--- config.mk ---
export PLATFORM = sky130hd
export DESIGN_NAME = hall_commutator
export DESIGN_NICKNAME = d
export VERILOG_FILES = /design/src/rtl/hall_commutator.sv
export SDC_FILE = /design/constraint.sdc
export NUM_CORES = 1
export LEC_CHECK = 0
export CAP_MARGIN = 20
export CORE_ASPECT_RATIO = 1.75
export CORE_MARGIN = 3
export CORE_UTILIZATION = 57
export CTS_BUF_LIST = sky130_fd_sc_hd__clkbuf_4 sky130_fd_sc_hd__clkbuf_8
export DETAILED_ROUTE_END_ITERATION = 10
export DONT_BUFFER_PORTS = 1
export GPL_TIMING_DRIVEN = 0
export PLACE_DENSITY = 0.71
export SYNTH_ARGS = -nofsm -noshare
export SYNTH_HDL_FRONTEND = slang
export SYNTH_SLANG_ARGS = --single-unit
--- constraint.sdc ---
create_clock -name clock -period 4.7 [get_ports clock]
set_clock_uncertainty 0.15 [all_clocks]
set_input_delay 0.235 -clock clock [delete_from_list [all_inputs] [get_ports clock]]
set_output_delay 0.235 -clock clock [all_outputs]
set_load 0.02 [all_outputs]
--- src/rtl/hall_commutator.sv ---
`default_nettype none
// ============================================================================
// Module   : hall_commutator
// Brief    : Hall-sensor six-step commutator with glitch filter, step checking
//            and hall-period measurement.
// Revision : 1.0
// ============================================================================
module hall_commutator #(
  parameter int FILTER_LEN = 4,
  parameter int PERIOD_W   = 16
) (
  input  logic                clock,
  input  logic                reset,
  input  logic [2:0]          hall,
  input  logic                dir,
  input  logic                fault_clr,
  output logic [2:0]          h_phase,
  output logic [2:0]          off_phase,
  output logic                fault,
  output logic                step_err,
  output logic [PERIOD_W-1:0] hall_period,
  output logic                period_valid,
  output logic                stalled,
  output logic                rot_dir
);

  localparam logic [7:0]          C_FLEN = 8'(FILTER_LEN);
  localparam logic [PERIOD_W-1:0] C_PMAX = '1;

  logic [2:0]          sync1_q, sync2_q, samp_q;
  logic [2:0]          hall_f_q, hall_f_d;
  logic [7:0]          fcnt_q, fcnt_d;
  logic [PERIOD_W-1:0] pcnt_q, pcnt_d, pinc;
  logic [PERIOD_W-1:0] hall_period_q, hall_period_d;
  logic [2:0]          h_phase_q, h_phase_d, off_phase_q, off_phase_d;
  logic [2:0]          high_w, off_w;
  logic                fault_q, fault_d;
  logic                step_err_q, step_err_d;
  logic                period_valid_q, period_valid_d;
  logic                stalled_q, stalled_d;
  logic                rot_dir_q, rot_dir_d;
  logic                vv_change, illegal;
  logic [3:0]          idx_sum, delta;

  function automatic logic [2:0] seq_idx(input logic [2:0] h);
    case (h)
      3'b101:  seq_idx = 3'd0;
      3'b100:  seq_idx = 3'd1;
      3'b110:  seq_idx = 3'd2;
      3'b010:  seq_idx = 3'd3;
      3'b011:  seq_idx = 3'd4;
      3'b001:  seq_idx = 3'd5;
      default: seq_idx = 3'd0;
    endcase
  endfunction

  function automatic logic is_valid(input logic [2:0] h);
    is_valid = (h != 3'b000) && (h != 3'b111);
  endfunction

  always_comb begin
    // Run length of the current synchronised sample, held once it reaches FILTER_LEN
    fcnt_d = 8'd1;
    if (sync2_q == samp_q)
      fcnt_d = (fcnt_q >= C_FLEN) ? fcnt_q : fcnt_q + 8'd1;
    hall_f_d = (fcnt_d == C_FLEN) ? sync2_q : hall_f_q;

    vv_change = (hall_f_d != hall_f_q) && is_valid(hall_f_q) && is_valid(hall_f_d);
    idx_sum   = {1'b0, seq_idx(hall_f_d)} + 4'd6 - {1'b0, seq_idx(hall_f_q)};
    delta     = (idx_sum >= 4'd6) ? idx_sum - 4'd6 : idx_sum;
    illegal   = vv_change && (delta != 4'd1) && (delta != 4'd5);

    rot_dir_d = rot_dir_q;
    if (vv_change && delta == 4'd1) rot_dir_d = 1'b0;
    if (vv_change && delta == 4'd5) rot_dir_d = 1'b1;

    step_err_d = step_err_q;
    if (illegal)        step_err_d = 1'b1;
    else if (fault_clr) step_err_d = 1'b0;

    pinc           = (pcnt_q == C_PMAX) ? C_PMAX : pcnt_q + 1'b1;
    pcnt_d         = vv_change ? '0 : pinc;
    hall_period_d  = vv_change ? pinc : hall_period_q;
    period_valid_d = vv_change;
    stalled_d      = stalled_q;
    if (vv_change)           stalled_d = 1'b0;
    else if (pinc == C_PMAX) stalled_d = 1'b1;

    high_w  = 3'b000;
    off_w   = 3'b111;
    fault_d = 1'b0;
    case (hall_f_q)
      3'b101:  begin high_w = 3'b100; off_w = 3'b001; end
      3'b100:  begin high_w = 3'b100; off_w = 3'b010; end
      3'b110:  begin high_w = 3'b010; off_w = 3'b100; end
      3'b010:  begin high_w = 3'b010; off_w = 3'b001; end
      3'b011:  begin high_w = 3'b001; off_w = 3'b010; end
      3'b001:  begin high_w = 3'b001; off_w = 3'b100; end
      default: fault_d = 1'b1;
    endcase
    // Reverse drive swaps high and low; the fault pattern maps onto itself
    h_phase_d   = dir ? ~(high_w | off_w) : high_w;
    off_phase_d = off_w;
  end

  always_ff @(posedge clock) begin
    if (reset) begin
      sync1_q        <= 3'b000;
      sync2_q        <= 3'b000;
      samp_q         <= 3'b000;
      fcnt_q         <= 8'd0;
      hall_f_q       <= 3'b000;
      pcnt_q         <= '0;
      hall_period_q  <= '0;
      period_valid_q <= 1'b0;
      stalled_q      <= 1'b0;
      step_err_q     <= 1'b0;
      rot_dir_q      <= 1'b0;
      h_phase_q      <= 3'b000;
      off_phase_q    <= 3'b111;
      fault_q        <= 1'b1;
    end else begin
      sync1_q        <= hall;
      sync2_q        <= sync1_q;
      samp_q         <= sync2_q;
      fcnt_q         <= fcnt_d;
      hall_f_q       <= hall_f_d;
      pcnt_q         <= pcnt_d;
      hall_period_q  <= hall_period_d;
      period_valid_q <= period_valid_d;
      stalled_q      <= stalled_d;
      step_err_q     <= step_err_d;
      rot_dir_q      <= rot_dir_d;
      h_phase_q      <= h_phase_d;
      off_phase_q    <= off_phase_d;
      fault_q        <= fault_d;
    end
  end

  assign h_phase      = h_phase_q;
  assign off_phase    = off_phase_q;
  assign fault        = fault_q;
  assign step_err     = step_err_q;
  assign hall_period  = hall_period_q;
  assign period_valid = period_valid_q;
  assign stalled      = stalled_q;
  assign rot_dir      = rot_dir_q;

endmodule
`default_nettype wire

==> flow_summary.toml <==
[sta]
drv_slew = 0
fin_crit_ns = 4.30
setup_violations = 0
worst_pin_slew_ns = 0.686
fmax_ghz = 0.232
rsz0062_at_grt = "no"
worst_slack_ns = 0.399
finalHoldViolCount = 0
fin_crit_sh_pct = 91.5
max_slew_margin_pct = 53.8
final.setup.tns_ns = 0

[yosys]
ys_ff_latch = 63
syn_nets = 361
syn_inst = 345
synth.largest_area_cell = "dfxtp_1"
synth_common_cells = "dfxtp_1, nand2_1, nor2_1"
ys.warnings.count = 0
synthTopCellsByArea = "dfxtp_1, mux2i_1, nand2_1, a21oi_1, nor2_1"
synth_area_um2 = 3040
post-synth-top-count-cell = "dfxtp_1"
synth_top_area_share_pct = 41.4
synth_top_flop_cell = "dfxtp_1"
postSynthAreaPerCell_um2 = 8.82
synth-edff-count = 0
ys_async_sr_fraction_pct = 0
ys_seq_area_share_pct = 41.4
synth_cell_types = 59

[cts]
holdBufCountCts = 5
clock_sinks = 63
clkSlewWorstSetupHoldPaths_ns = 0.07
clockRootBuffer = "clkbuf_8"
clock_latency_ns = 0.34
cts_max_path_buffers = 2
cts_resized = 0
cts_max_level = 3
cts_tree = "built"
cts_setup_buffers = 0
numCtsBuffers = 9

[drt]
drtIter0Drc = 103
viasPerCell = 5.80
vias = 2431
postRouteAntennaNets = 0
route.detailed.drc = 0
wl_per_cell_um = 15.4
wirelength_um = 6460
drtPass1Iterations = 4

[grt]
gr-total-overflow = 0
grt_max_degree = 11
grt.total_usage_pct = 23.7
grt_pass1_wl_um = 11000
grt_antenna_before_repair = 0
grt_pass1_vias = 2441

[layout]
n_antenna_cell = 0
nNetsFinal = 377
area_growth_pct = 10.5
drive_above_1_share_pct = 12.1

[placed_design]
dp_hpwl_um = 4760
io_buffers = 0
gp_congestion = 0.928
dp_slack_ns = 0.433

[worst_setup_path]
crit_fanout = 8
cp.arrival_ns = 4.36
crit_required_ns = 4.76
crit_type = "reg -> reg"
worst_setup_path_start_kind = "flip-flop"
end_kind = "flip-flop"

[power]
p_leak_nw = 1.33
irDropWorstVdd_v = 0.000248
powerDensity_nw_per_um2 = 322

[floorplan]
row_count = 34
core_area_um2 = 5060
chipHeight_um = 103
initial_core_util_pct = 60.1
io_pins = 34
die_w_um = 61.2
die_area_um2 = 6290

[outcome]
outcome = "finished clean"

[job]
drv_cap = 0

[min_path]
hold_path_class = "in -> reg"
-- kinds of logic after synthesis --
| family | Yosys count | share of synthesized area [%] |
|---|---|---|
| AND/OR/NAND/NOR | 146 | 24.9 |
| flip-flops | 63 | 41.4 |
| AO/OA/AOI/OAI | 60 | 13.0 |
| buffers and inverters | 34 | 6.17 |
| multiplexers | 18 | 6.00 |
| XOR/XNOR | 15 | 4.56 |
| adder cells (fa/ha/maj) | 9 | 3.95 |
-- cells in the final DEF, fill, tap and decap left out, types with 11 or more instances in the layout --
master	n
nand2_1	42
nand3_1	16
dfxtp_1	63
nor2_1	30
nor2b_1	12
a21oi_1	26
o21ai_0	12
mux2i_1	16
inv_1	12
clkbuf_8	11
-- final cells by class --
class / count / area, um2
Buffer: 22 / 143
Clock buffer: 12 / 159
Clock inverter: 3 / 42.5
Fill cell: 443 / 1700
Inverter: 12 / 45.0
Multi-Input combinational cell: 248 / 1590
Sequential cell: 63 / 1260
Tap cell: 54 / 67.6
Timing Repair Buffer: 5 / 50.0
-- through the flow --
step           cells  power (W)  area, um2  hold WS (ns)  utilization, %
5_1_grt          419    0.00113       3360         0.178            66.4
3_5_place_dp     399   0.000618       3110         0.220            61.4
3_3_place_gp     399   0.000617       3110         0.218            61.4
2_1_floorplan    345   0.000603       3040         0.213               -
6_report         419    0.00108       3360         0.148            66.4
4_1_cts          419    0.00110       3360         0.140            66.4
-- metal layers --
| layer | vias to the layer above | global-route usage, % | share of wire, % |
|---|---|---|---|
| met4 | 0 | 11.4 | 2.1 |
| met3 | 12 | 6.77 | 2.7 |
| met5 | - | 0 | 0 |
| li1 | 1225 | - | - |
| met1 | 1153 | 24.1 | 38 |
| met2 | 41 | 42.5 | 57 |
-- flip-flops by register name (all words and copies together) (netlist names) --
signal        flops
hall_period      16
pcnt_q           16
fcnt_q            8
h_phase           3
hall_f_q          3
off_phase         3
samp_q            3
sync1_q           3
sync2_q           3
fault             1
period_valid      1
rot_dir           1
stalled           1
step_err          1
-- power breakdown --
| group | total [W] | internal, W | switching, W |
|---|---|---|---|
| registers | 0.000547 | 0.000541 | 0.00000583 |
| clock network | 0.000475 | 0.000276 | 0.000199 |
| logic | 0.0000620 | 0.0000240 | 0.0000380 |
| total | 0.00108 | 0.000841 | 0.000242 |
-- path summary, 6_finish.rpt --
path,from,depth (start not counted),to,slack (ns)
worst max-delay path,fcnt_q[0],15,rot_dir,0.40
worst min-delay path,reset,2,sync2_q[1],0.15
worst max register to register,fcnt_q[0],15,rot_dir,0.40
worst min register to register,sync1_q[2],1,sync2_q[2],0.29
-- critical path, stage by stage, from the launching register on --
cell,delay [ns]
dfxtp_1,0.36
inv_1,0.09
ha_1,0.31
nand4b_1,0.20
mux2i_1,0.31
nand2_1,0.27
o31a_1,0.30
ha_1,0.28
inv_1,0.04
ha_1,0.20
fa_1,0.50
ha_1,0.24
nor3b_1,0.33
a22oi_1,0.14
o311ai_0,0.32
o41ai_1,0.12
Note: power is estimated with default switching activity, not from simulation.
